File: src/rtl/reg_dec16_if.sv
// Handshake and result bundle for reg_dec16. The master side feeds words and consumes results.
// The slave side is the decoder.
interface reg_dec16_if;
  logic        in_valid;
  logic        in_ready;
  logic [15:0] in_bits;
  logic        out_valid;
  logic        out_ready;
  logic [15:0] f_exp;
  logic        zero;
  logic        no_term;
  logic [15:0] rem_bits;

  modport master (
    output in_valid, in_bits, out_ready,
    input  in_ready, out_valid, f_exp, zero, no_term, rem_bits
  );

  modport slave (
    input  in_valid, in_bits, out_ready,
    output in_ready, out_valid, f_exp, zero, no_term, rem_bits
  );
endinterface

File: src/rtl/reg_dec16.sv
// Serial posit-16 regime decoder: STEP bits/cycle, ceil(min(run+1,15)/STEP) SCAN cycles, then DONE until out_ready.
// Single word in flight, in_ready only in IDLE; REG_DEC16_REM_EN builds the post-terminator remainder output.
module reg_dec16 #(
  parameter int STEP = 1
) (
  input  logic        clk,
  input  logic        rst_n,
  reg_dec16_if.slave  bus
);

  generate
    if (!(STEP == 1 || STEP == 3 || STEP == 5 || STEP == 15)) begin : g_bad_step
      $error("reg_dec16: STEP must be 1, 3, 5 or 15");
    end
  endgenerate

  typedef enum logic [1:0] {
    IDLE = 2'd0,
    SCAN = 2'd1,
    DONE = 2'd2
  } state_t;

  state_t      state;
  logic [14:0] sh;
  logic        p;
  logic [3:0]  run;
  logic [3:0]  used;

  logic        out_valid_q;
  logic [15:0] f_exp_q;
  logic        zero_q;
  logic        no_term_q;

  logic [3:0]  add;
  logic        found;
  logic [3:0]  run_nxt;
  logic [3:0]  used_nxt;
  logic        last;
  logic        zero_nxt;
  logic        no_term_nxt;
  logic [15:0] f_nxt;

  logic        unused_sign;
  assign unused_sign = bus.in_bits[15];

  // Count the bits equal to p in the current group, stopping at the terminator.
  always_comb begin
    add   = 4'd0;
    found = 1'b0;
    for (int i = 0; i < STEP; i++) begin
      if (!found) begin
        if (sh[14-i] == p) begin
          add = add + 4'd1;
        end else begin
          found = 1'b1;
        end
      end
    end
  end

  always_comb begin
    run_nxt     = run + add;
    used_nxt    = used + 4'(STEP);
    last        = found || (used_nxt == 4'd15);
    zero_nxt    = !p && (run_nxt == 4'd15);
    no_term_nxt = p && (run_nxt == 4'd15);
    f_nxt       = 16'd0;
    if (p) begin
      f_nxt = {12'd0, run_nxt} - 16'd1;
    end else if (!zero_nxt) begin
      f_nxt = 16'd0 - {12'd0, run_nxt};
    end
  end

`ifdef REG_DEC16_REM_EN
  logic [14:0] word;
  logic [15:0] rem_q;
  logic [15:0] rem_nxt;

  // A shift of 16 (run of 15) clears the remainder.
  always_comb begin
    rem_nxt = {word, 1'b0} << ({1'b0, run_nxt} + 5'd1);
  end

  always_ff @(posedge clk) begin
    if (!rst_n) begin
      word  <= 15'd0;
      rem_q <= 16'd0;
    end else if (state == IDLE && bus.in_valid) begin
      word <= bus.in_bits[14:0];
    end else if (state == SCAN && last) begin
      rem_q <= rem_nxt;
    end
  end

  assign bus.rem_bits = rem_q;
`else
  assign bus.rem_bits = 16'h0000;
`endif

  always_ff @(posedge clk) begin
    if (!rst_n) begin
      state       <= IDLE;
      sh          <= 15'd0;
      p           <= 1'b0;
      run         <= 4'd0;
      used        <= 4'd0;
      out_valid_q <= 1'b0;
      f_exp_q     <= 16'd0;
      zero_q      <= 1'b0;
      no_term_q   <= 1'b0;
    end else begin
      case (state)
        IDLE: begin
          if (bus.in_valid) begin
            sh    <= bus.in_bits[14:0];
            p     <= bus.in_bits[14];
            run   <= 4'd0;
            used  <= 4'd0;
            state <= SCAN;
          end
        end
        SCAN: begin
          sh   <= sh << STEP;
          run  <= run_nxt;
          used <= used_nxt;
          if (last) begin
            state       <= DONE;
            out_valid_q <= 1'b1;
            f_exp_q     <= f_nxt;
            zero_q      <= zero_nxt;
            no_term_q   <= no_term_nxt;
          end
        end
        DONE: begin
          if (bus.out_ready) begin
            state       <= IDLE;
            out_valid_q <= 1'b0;
          end
        end
        default: state <= IDLE;
      endcase
    end
  end

  assign bus.in_ready  = (state == IDLE);
  assign bus.out_valid = out_valid_q;
  assign bus.f_exp     = f_exp_q;
  assign bus.zero      = zero_q;
  assign bus.no_term   = no_term_q;

endmodule

File: src/flat_wrapper.sv
// flat-port wrapper written by rule: the top's interface ports become plain ports
module reg_dec16_flat 
#(
  parameter int STEP = 1
)
  (clk, rst_n, bus_in_valid, bus_in_bits, bus_out_ready, bus_in_ready, bus_out_valid, bus_f_exp, bus_zero, bus_no_term, bus_rem_bits);
  reg_dec16_if bus_i ();
  input  logic clk;
  input  logic rst_n;
  input wire logic [$bits(bus_i.in_valid)-1:0] bus_in_valid;
  input wire logic [$bits(bus_i.in_bits)-1:0] bus_in_bits;
  input wire logic [$bits(bus_i.out_ready)-1:0] bus_out_ready;
  output wire logic [$bits(bus_i.in_ready)-1:0] bus_in_ready;
  output wire logic [$bits(bus_i.out_valid)-1:0] bus_out_valid;
  output wire logic [$bits(bus_i.f_exp)-1:0] bus_f_exp;
  output wire logic [$bits(bus_i.zero)-1:0] bus_zero;
  output wire logic [$bits(bus_i.no_term)-1:0] bus_no_term;
  output wire logic [$bits(bus_i.rem_bits)-1:0] bus_rem_bits;
  assign bus_i.in_valid = bus_in_valid;
  assign bus_i.in_bits = bus_in_bits;
  assign bus_i.out_ready = bus_out_ready;
  assign bus_in_ready = bus_i.in_ready;
  assign bus_out_valid = bus_i.out_valid;
  assign bus_f_exp = bus_i.f_exp;
  assign bus_zero = bus_i.zero;
  assign bus_no_term = bus_i.no_term;
  assign bus_rem_bits = bus_i.rem_bits;
  reg_dec16 #(.STEP(STEP)) u_core (.clk(clk), .rst_n(rst_n), .bus(bus_i));
endmodule
File: config.mk
export PLATFORM = sky130hd
export DESIGN_NAME = reg_dec16_flat
export DESIGN_NICKNAME = d
export VERILOG_FILES = /design/src/rtl/reg_dec16_if.sv /design/src/rtl/reg_dec16.sv /design/src/flat_wrapper.sv
export SDC_FILE = /design/constraint.sdc
export NUM_CORES = 1
export LEC_CHECK = 0
export ABC_AREA = 1
export BUFFER_PORTS_ARGS = -buffer_cell sky130_fd_sc_hd__clkbuf_2
export CORE_AREA = 2 2 68 70
export DETAILED_ROUTE_END_ITERATION = 16
export DIE_AREA = 0 0 70 72
export MAX_ROUTING_LAYER = met4
export PLACE_DENSITY_LB_ADDON = 0.2
export SLEW_MARGIN = 0
export SYNTH_ARGS = -nofsm -noshare
export SYNTH_HDL_FRONTEND = slang
export SYNTH_SLANG_ARGS = --single-unit
File: constraint.sdc
create_clock -name clk -period 1.7 [get_ports clk]
set_input_delay 0.17 -clock clk [delete_from_list [all_inputs] [get_ports clk]]
set_output_delay 0.17 -clock clk [all_outputs]
set_load 0.02 [all_outputs]
==> results of run 1 <==
==> synthesized netlist by cell type, drive strengths merged <==
| master | count |
|---|---|
| xor2 | 1 |
| ha | 8 |
| nand3b | 1 |
| clkbuf | 1 |
| a211oi | 1 |
| a21oi | 16 |
| o21ai | 16 |
| nor3 | 1 |
| or2 | 1 |
| a31oi | 14 |
| nand2 | 88 |
| conb | 1 |
| dfxtp | 34 |
| inv | 25 |
| buf | 36 |
| xnor2 | 1 |
| nor2 | 18 |
| nand3 | 7 |
| nand4 | 4 |
==> flip-flops by register name, indices dropped and copies added, names as in the netlist <==
register / count
u_core.run: 4
u_core.sh: 15
u_core.used: 4
u_core.state: 2
u_core.bus.f_exp: 5
u_core.bus.zero: 1
u_core.bus.out_valid: 1
u_core.p: 1
u_core.bus.no_term: 1
==> metal layers <==
| layer | vias to the layer above | GRT usage, % | wire length (um) |
|---|---|---|---|
| met5 | - | - | 0 |
| met4 | 0 | 7.69 | 70 |
| met3 | 5 | 3.89 | 225 |
| met2 | 51 | 27.1 | 1850 |
| met1 | 766 | 20.3 | 1850 |
| li1 | 914 | - | - |
==> final cells by class <==
class	instances	area (um2)	share of cell area [%]
Multi-Input combinational cell	193	1120	47.8
Sequential cell	34	688	29.4
Timing Repair Buffer	50	280	12.0
Inverter	25	93.8	4.00
Clock buffer	6	82.6	3.52
Tap cell	52	65.1	2.78
Clock inverter	2	12.5	0.534
==> path summary, 6_finish.rpt <==
| kind | from | endpoint | slack [ns] | cells after the start |
|---|---|---|---|---|
| worst max-delay path | u_core.sh[14]$_SDFFE_PN0P_ | u_core.bus.f_exp[2]$_SDFFE_PN0P_ | -0.03 | 11 |
| worst min-delay path | bus_in_bits[0] | u_core.sh[0]$_SDFFE_PN0P_ | 0.12 | 3 |
| worst max register to register | u_core.sh[14]$_SDFFE_PN0P_ | u_core.bus.f_exp[2]$_SDFFE_PN0P_ | -0.03 | 11 |
| worst min register to register | u_core.sh[0]$_SDFFE_PN0P_ | u_core.sh[0]$_SDFFE_PN0P_ | 0.47 | 2 |
==> per-stage QoR <==
step	cells	total power, uW	area, um2	utilization (%)	setup TNS, ns
after detailed placement	352	1540	2140	50.2	-0.350
after CTS	361	2210	2290	53.6	-0.0393
after global routing	362	2350	2340	55.0	-0.509
after global placement	352	1530	2140	50.2	-0.191
final	362	2220	2340	55.0	-0.0419
after floorplan	289	1440	2080	-	-0.0273
==> power by group through the flow <==
stage          logic (uW)  registers (uW)  clock network (uW)
5_1_grt               743             935                 672
3_5_place_dp          593             944                   0
3_3_place_gp          588             942                   0
4_1_cts               630             926                 651
2_1_floorplan         490             949                   0
6_report              661             925                 633
==> kinds of logic after synthesis <==
group | synth area share [%]
compound gates | 13.5
xor+xnor | 1.27
fa+ha+maj | 5.08
buf+inv | 18.4
flops | 34.6
other cells | 0.190
simple gates | 27.0
==> timing repair <==
action	in CTS	in global routing
setup buffers	1	1
endpoints found under the setup margin	6	7
pin swaps	16	14
cloned	0	0
gates resized for setup	17	13
==> critical path: stages, from the launching register on <==
cell     delay, ns
dfxtp_4       0.36
xnor2_4       0.15
ha_4          0.18
ha_4          0.27
inv_1         0.05
ha_2          0.20
inv_2         0.07
nand2_1       0.05
nand4_1       0.08
nand2_1       0.07
nor2_1        0.10
nor2_1        0.04
==> impl_results.md, run 1 <==
- Worst vdd ir: 0.492 mV
- CTS clk-pin slew, worst paths: approximately 0.07 ns
- Place WS: -0.0880 ns
- WHS: 0.123 ns
- Final Setup Violations: 2
- Vias in the first global route: approximately 1500
- Root Buffer: clkbuf_8
- Detail-routed via count per cell: 4.80
- Cell Rows: 24
- Hold crit path type: input port to flop
- Comb pwr share: about 30%
- Distinct cells, synth: 28
- First-pass GRT wire length: 6.56 mm
- DPL Wire Length: 2.77 mm
- Worst Path Max Fanout: 3
- Initial antenna violation count: 0
- Crit share post-route: 102%
- Worst Clk Skew: 0.00660 ns
- CP required: 1.89 ns
- Post-synth top area cell: dfxtp_1
- CTS tree: yes
- Die W: about 70 um
- Die Ht: roughly 70 um
- Switch Pwr: 764 uW
- Global placer's final weighted congestion: 0.748
- DRT Wirelength: 4.00 mm
- RSZ-0062 raised after global routing: true
- Slew margin rel.: 63.7%
- Nets: 337
- Commonest non-fill, non-tap cell in the layout: nand2_1
- Reg power frac: 41.7%
- Fin. max-slew vios: 0
- Synth top area share: 34.6%
- Synth Instances: about 270
- Final worst slack: -0.0281 ns
- ANT nets after route: 0
- Tot GR Track Use: between 15 and 20%
- Num ports: 56
- Post-route DRC: 0
- Die Footprint: 5040 um2
- Drt wl/cell: 11.0 um
- Initial Util: 46.2%
- Crit start category: flop
- Synth top area cells: dfxtp_1 35%, nand2_1 14%, buf_4 11%
- YS warnings: 0
- Most frequent cells in the layout: 69 x nand2_1, 38 x clkbuf_2, 32 x dfxtp_1
- Outcome: finished, violations left
- Max Clk Rate: around 0.58 GHz
- Grt total ovfl: 0
- Htree depth: 2
- Largest net degree at the start of global routing: 23
- I/O Buffers: 38
- Clock sink count: 34
- Worst setup EP type: flop
- Mapped Avg Cell Area: 7.19 um2
- Layout cells sized above 1: 34.5%
- #FFs+latches synth: 34
- Later-pin clock latency in the skew report: 0.29 ns
- CTS buffer count: 5
- WS Path Type: flop to flop
- Failing checks: setup timing
- PwrDens: 947 nW/um2
- WP data arrival: ~1.9 ns
- Min cycle time layout: about 1.7 ns
- Sw Ratio: between 30 and 40%
- CORE AREA: 4260 um2
- Clock buffer depth: 2
- Mapped cell area: 1970 um2
- Initial DRT Pass Iterations: 4
- Initial drt markers: 80
- Area growth, synth to finish: 19.0%
- Post-synthesis sequential area ratio: approximately a third
- Antenna cell count: 0
- Leakage: 0.00105 uW
- Fillers: 437
- Pint: between 1000 and 1500 uW
- Slew of the pin with the lowest slew margin: roughly 0.54 ns
- Max-Cap Viols: 0
- Vias: 1736
- CTS Hold Bufs: 0
- Clock share of power: 28.5%
- Final Hold Vio Count: 0
Note: power is estimated with default switching activity, not from simulation.
==> run 2: changes to the inputs <==
ABC_AREA = default   (was 1)
CORE_AREA = 2 2 69 71   (was 2 2 68 70)
DIE_AREA = 0 0 71 73   (was 0 0 70 72)
==> run 2 against run 1 <==
Against the previous run:
- the flow still finishes with violations (setup timing)
- synthesized cell count shrank 6.6%
- setup slack lost 0.18 ns
- count of clock-buffer cells in the layout shrank 1
- non-clock buffer count grew 15
- register-to-register slack lost 0.18 ns
- sequential power shrank 0.4%
- hold slack lost 0.0012 ns
- sequential share of layout area shrank 3.0 points
- clock skew shrank 0.0019 ns
- critical endpoint unchanged
- clock power shrank 3%
- die area grew 2.8%
==> impl_results.md, run 2 <==
- First-pass GRT wire length: 7.62 mm (+16%)
- Synth Instances: 256 (-6.6%)
- Worst Clk Skew: 0.00474 ns (-0.00186 ns)
- Failing checks: setup timing
- Hold Path Depth: 3 (unchanged)
- Leakage: 0.00110 uW (+4.4%)
- Simple logic cell fraction of the synthesized area: 22.1% (-4.9 points)
- Drt wl/cell: 13.0 um (+18%)
- CP required: 1.88 ns (about the same)
- Most frequent cells after synthesis: 39 x nand2_1, 34 x dfxtp_1, 34 x nor2_1
- Total Power: 2340 uW (+5.6%)
- EDFF count, synth: 0 (unchanged)
- Die Ht: 73 um (+1.4%)
- CORE AREA: 4540 um2 (+6.4%)
- Most flops, register: u_core.sh
- CTS tree: yes
- Cell Rows: 25 (+4.2%)
- Largest net degree at the start of global routing: 30 (+30%)
- Later-pin clock latency in the skew report: 0.29 ns (about the same)
- Cell area after layout: 2620 um2 (+12%)
- Synth top area cells: dfxtp_1 33%, buf_4 10%, nand2_1 7.2%
- Mapped Avg Cell Area: 7.96 um2 (+11%)
- RSZ-0062 raised after global routing: true
- Distinct cells, synth: 46 (+64%)
- Synth Area in Compound Gates: 20.7% (+7.2 points)
- Area of placed instances: 2410 um2 (+13%)
- Grt total ovfl: 0 (unchanged)
- Post-Layout Cell Count: 358 (-1.1%)
- Area growth, synth to finish: 28.5%
- Vias in the first global route: 1627 (+7.3%)
- Clock buffer depth: 2 (unchanged)
- Initial DRT Pass Iterations: 4 (unchanged)
- Htree depth: 2 (unchanged)
- CTS clk-pin slew, worst paths: 0.08 ns (about the same)
- WS Path Type: flop to flop
- Hold Crit Start: bus_in_bits[6]
- Post-synthesis xor/xnor area fraction: 3.38% (+2.1 points)
- Fillers: 405 (-7.3%)
- Root Buffer: clkbuf_8
- Post-route DRC: 0 (unchanged)
- Most numerous cell in the Yosys netlist: nand2_1
- Post-synthesis sequential area ratio: 33.4% (-1.2 points)
- Die Footprint: 5180 um2 (+2.8%)
- DP Cell Count: 347 (-1.4%)
- Adder-Cell Fraction of Synth Area: 4.91% (-0.17 points)
- DRT Wirelength: 4.65 mm (+16%)
- R2R depth: 9 (-2)
- Post-synth ARST share: 0% (unchanged)
- Final Setup Violations: 8 (+6)
- Critical R2R Launch: u_core.sh[14]$_SDFFE_PN0P_
- Final worst slack: -0.207 ns (-0.178 ns)
- Fin. max-slew vios: 0 (unchanged)
- Setup TNS: -1.06 ns (-1.02 ns)
- Post-synthesis mux area share: 0.491% (+0.49 points)
- Die W: 71 um (+1.4%)
- R2R setup slack: -0.21 ns (-0.18 ns)
- Area of the multi-input gates: 1310 um2 (+17%)
- Tot GR Track Use: 19.2% (+2.3 points)
- Worst vdd ir: 0.543 mV (+10%)
- Synth top area share: 33.4% (-1.2 points)
- Vias: 1867 (+7.5%)
- Post-synth top area cell: dfxtp_1
- Mapped cell area: 2040 um2 (+3.5%)
- Initial drt markers: 97 (+21%)
- Num ports: 56 (unchanged)
- Worst Path Max Fanout: 7 (+4)
- Layout cells sized above 1: 35.5% (+1.0 points)
- Max reg flops: 15 (unchanged)
- Crit share post-route: 112% (+10 points)
- Initial Util: 44.9% (-1.2 points)
- Critical R2R Capture: u_core.bus.f_exp[2]$_SDFFE_PN0P_
- YS warnings: 0 (unchanged)
- WP data arrival: 2.08 ns (+0.16 ns)
- Min cycle time layout: 1.91 ns (+0.178 ns)
- Final Hold Vio Count: 0 (unchanged)
- Most frequent cells in the layout: 38 x nand2_1, 38 x clkbuf_2, 33 x nor2_1
- Crit start category: flop
- Global placer's final weighted congestion: 0.764 (+2.1%)
- #FFs+latches synth: 34 (unchanged)
- Max Clk Rate: 0.525 GHz (-9.4%)
- Largest family of logic cells by synthesized area: simple AND/OR/NAND/NOR gates
- Outcome: finished, violations left
- PwrDens: 895 nW/um2 (-5.5%)
- Initial antenna violation count: 0 (unchanged)
- I/O Buffers: 38 (unchanged)
- WHS Endpoint: u_core.sh[6]$_SDFFE_PN0P_
- ANT nets after route: 0 (unchanged)
- Worst setup EP type: flop
- Detail-routed via count per cell: 5.22 (+8.7%)
- Max-Cap Viols: 0 (unchanged)
- Nets: 331 (-1.8%)
- Hold crit path type: input port to flop
- Main synth FF type: dfxtp_1
- Clock sink count: 34 (unchanged)
- CTS buffer count: 5 (unchanged)
- DPL Wire Length: 3.35 mm (+21%)
- Flip-flop and latch area: 691 um2 (+0.36%)
- Antenna cell count: 0 (unchanged)
run 2: cell types whose count changed after synthesis, moves of 5 or more:
cell,change
a22oi_1,+5
a311oi_1,+14
a31oi_1,-13
clkbuf_1,+5
inv_1,-13
nand2_1,-35
nand2_2,-12
nor2_1,+18
nor3_1,+6
o21ai_0,-7
o21ai_1,-7
run 2: worst max path at each step:
stage | from | endpoint | slack, ns | depth (start not counted)
after CTS | u_core.sh[14]$_SDFFE_PN0P_ | u_core.bus.f_exp[2]$_SDFFE_PN0P_ | -0.18 | 10
after global placement | u_core.sh[14]$_SDFFE_PN0P_ | u_core.bus.f_exp[2]$_SDFFE_PN0P_ | -0.15 | 10
final | u_core.sh[14]$_SDFFE_PN0P_ | u_core.bus.f_exp[2]$_SDFFE_PN0P_ | -0.21 | 9
after floorplan | u_core.p$_SDFFE_PN0P_ | u_core.bus.f_exp[2]$_SDFFE_PN0P_ | -0.18 | 11
after detailed placement | u_core.sh[14]$_SDFFE_PN0P_ | u_core.bus.no_term$_SDFFE_PN0P_ | -0.18 | 9
after global routing | u_core.sh[14]$_SDFFE_PN0P_ | u_core.bus.f_exp[2]$_SDFFE_PN0P_ | -0.28 | 10
run 2: routing by layer:
| metal | vias to the layer above | global-route usage (%) | share of wire (%) |
|---|---|---|---|
| li1 | 944 | - | - |
| met1 | 869 | 22.7 | 45 |
| met2 | 46 | 32.1 | 50 |
| met3 | 8 | 4.42 | 3.8 |
| met4 | 0 | 6.71 | 1.4 |
| met5 | - | - | 0 |
run 2: repair_timing:
action / 4_1_cts / 5_1_grt
setup endpoints to repair: 9 / 10
pin swaps: 9 / 6
hold buffers: 0 / 0
setup buffers: 2 / 1
gates resized for setup: 6 / 12
run 2: layout make-up:
| type | count | area share (%) |
|---|---|---|
| multi-input combinational | 187 | 50.1 |
| sequential | 34 | 26.4 |
| timing repair buffer | 65 | 16.1 |
| clock buffer | 5 | 2.63 |
| tap | 54 | 2.58 |
| inverter | 10 | 1.43 |
| clock inverter | 3 | 0.812 |
run 2: power by group:
group          total, uW  switching (uW)  internal [uW]  leakage (uW)
Combinational        809             440            369      0.000771
Sequential           921            53.2            868      0.000281
Clock                614             326            288     0.0000441
Total               2340             819           1520       0.00110
run 2: metrics by stage:
step | setup WS [ns] | util [%] | hold slack, ns
final | -0.207 | 57.7 | 0.121
after global routing | -0.283 | 57.7 | 0.115
after CTS | -0.182 | 56.3 | 0.112
after detailed placement | -0.175 | 53.2 | 0.430
after global placement | -0.148 | 53.2 | 0.426
after floorplan | -0.180 | - | 0.310
run 2: kinds of logic after synthesis:
family,Yosys count
AO/OA/AOI/OAI,53
XOR/XNOR,7
adder cells (fa/ha/maj),8
buffers and inverters,50
flip-flops,34
multiplexers,1
other,1
AND/OR/NAND/NOR,102
run 2: worst max-delay path, stage by stage (launching register included):
cell	delay [ns]
dfxtp_4	0.37
xor2_4	0.17
inv_2	0.07
ha_4	0.18
ha_4	0.18
xor2_4	0.28
xor2_1	0.18
nand3_1	0.11
a22oi_1	0.17
o22ai_1	0.10
==> run 3: changes to the inputs <==
CORE_AREA = 2 2 67 69   (was 2 2 69 71)
DIE_AREA = 0 0 69 71   (was 0 0 71 73)
SETUP_SLACK_MARGIN = 0.4   (was default)
clock period = 2 ns   (was 1.7 ns; I/O delays follow)
==> run 3 against run 2 <==
Against the previous run:
- largest cell class unchanged
- wire length fell by 4.0%
- critical endpoint unchanged
- critical path type unchanged
- the flow now finishes without violations
- critical path depth did not move
- core utilization is 4.9 points higher
- hold slack gained 0.030 ns
==> impl_results.md, run 3 (same netlist as run 2, synthesis figures left out) <==
- PwrDens: 776 nW/um2 (-13%)
- Die Footprint: 4900 um2 (-5.5%)
- Largest net degree at the start of global routing: 30 (unchanged)
- Worst vdd ir: 0.520 mV (-4.2%)
- Drt wl/cell: 12.7 um (-2.3%)
- M1 wire length: 2.15 mm (+1.9%)
- Cell Rows: 24 (-4.0%)
- Area of placed instances: 2300 um2 (-4.8%)
- Initial Util: 48.5% (+3.5 points)
- Worst Clk Skew: 0.00359 ns (-0.00114 ns)
- ANT nets after route: 0 (unchanged)
- WS Path Type: flop to flop
- CTS clk-pin slew, worst paths: 0.07 ns (about the same)
- CP required: 2.17 ns (+0.29 ns)
- Clock buffer depth: 2 (unchanged)
- Vias: 1817 (-2.7%)
- Vias in the first global route: 1636 (+0.55%)
- Max Clk Rate: 0.516 GHz (-1.6%)
- Total Power: 2040 uW (-13%)
- Crit start category: flop
- RSZ-0062 raised after global routing: true
- CTS tree: yes
- I/O Buffers: 38 (unchanged)
- Initial DRT Pass Iterations: 4 (unchanged)
- Initial antenna violation count: 0 (unchanged)
- CTS Hold Bufs: 0 (unchanged)
- Post-Layout Cell Count: 352 (-1.7%)
- Min cycle time layout: 1.94 ns (+0.0305 ns)
- Area growth, synth to finish: 29.2%
- Later-pin clock latency in the skew report: 0.29 ns (about the same)
- Nets: 328 (-0.91%)
- Outcome: finished, final reports clean
- Die Ht: 71 um (-2.7%)
- Most flops, register: u_core.sh
- Layout cells sized above 1: 35.0% (-0.53 points)
- Hold crit path type: input port to flop
- Leakage: 0.00109 uW (-0.31%)
- Grt total ovfl: 0 (unchanged)
- DPL Wire Length: 3.03 mm (-9.4%)
- Final Setup Violations: 0 (-8)
- Detail-routed via count per cell: 5.16 (-1.0%)
- Antenna cell count: 0 (unchanged)
- Global placer's final weighted congestion: 0.846 (+11%)
- Clock sink count: 34 (unchanged)
- DRT Wirelength: 4.47 mm (-4.0%)
- Max-Cap Viols: 0 (unchanged)
- CORE AREA: 4200 um2 (-7.3%)
- Root Buffer: clkbuf_8
- Worst setup EP type: flop
- Top routing layer in use: met4
- DP Cell Count: 333 (-4.0%)
- Post-route DRC: 0 (unchanged)
- Worst Path Max Fanout: 7 (unchanged)
- Fin. max-slew vios: 0 (unchanged)
- Final Hold Vio Count: 0 (unchanged)
- Num ports: 56 (unchanged)
- CTS buffer count: 5 (unchanged)
- Htree depth: 2 (unchanged)
- WP data arrival: 2.11 ns (+0.03 ns)
- Tot GR Track Use: 19.0% (-0.18 points)
- Crit share post-route: 96.9% (-15 points)
- Most frequent cells in the layout: 38 x nand2_1, 38 x clkbuf_2, 33 x nor2_1
- Die W: 69 um (-2.8%)
- First-pass GRT wire length: 7.37 mm (-3.3%)
- Initial drt markers: 99 (+2.1%)
- Fillers: 379 (-6.4%)
- DR WL met2: 2.06 mm (-11%)
- Detailed-routed wire length on met3: 196 um (+12%)
- Cell area after layout: 2630 um2 (+0.57%)
- Max reg flops: 15 (unchanged)
## run 3: cell type report
cell class              count  area, um2  share of cell area [%]
multi-input cells         187       1340                    51.0
flip-flops and latches     34        697                    26.5
repair buffers             62        378                    14.3
clock buffers               6       82.6                    3.14
well taps                  52       65.1                    2.47
inverters                  10       37.5                    1.43
clock inverters             1       30.0                    1.14
## run 3: stage by stage
step                utilization, %  worst slack [ns]  TNS (ns)  hold WS [ns]
CTS                           60.7            0.0610         0         0.149
detailed placement            54.7            0.0421         0         0.449
finish                        62.6            0.0629         0         0.151
global route                  62.6           -0.0430   -0.0931         0.162
global placement              54.7            0.0874         0         0.451
floorplan                        -             0.120         0         0.340
## run 3: final timing paths
| path | from | end | slack, ns | cells after the start |
|---|---|---|---|---|
| setup / recovery | u_core.sh[14]$_SDFFE_PN0P_ | u_core.bus.f_exp[2]$_SDFFE_PN0P_ | 0.06 | 9 |
| hold / removal | bus_in_bits[14] | u_core.p$_SDFFE_PN0P_ | 0.15 | 3 |
| setup reg to reg | u_core.sh[14]$_SDFFE_PN0P_ | u_core.bus.f_exp[2]$_SDFFE_PN0P_ | 0.06 | 9 |
| hold reg to reg | u_core.bus.out_valid$_SDFFE_PN0P_ | u_core.bus.out_valid$_SDFFE_PN0P_ | 0.46 | 2 |
## run 3: power breakdown
part           internal (uW)  switching, uW
Combinational            257            353
Clock                    399            250
Sequential               737           47.9
Total                   1390            651
## run 3: critical path: stages (launching register included)
cell and delay (ns):
dfxtp_4 0.36, xor2_4 0.18, inv_2 0.07, ha_4 0.18
ha_4 0.18, xor2_4 0.29, xor2_1 0.19, nand3_1 0.12
a22oi_1 0.17, o22ai_1 0.08
## run 3: routing by layer
metal | track usage, % | vias to the layer above
met2 | 29.6 | 38
met4 | 5.23 | 0
met5 | - | -
li1 | - | 940
met3 | 4.84 | 5
met1 | 24.5 | 834
## run 3: what timing repair did
item | 4_1_cts | 5_1_grt
pin swaps | 5 | 10
endpoints found under the setup margin | 11 | 22
gates resized for setup | 15 | 11
setup buffers | 9 | 3
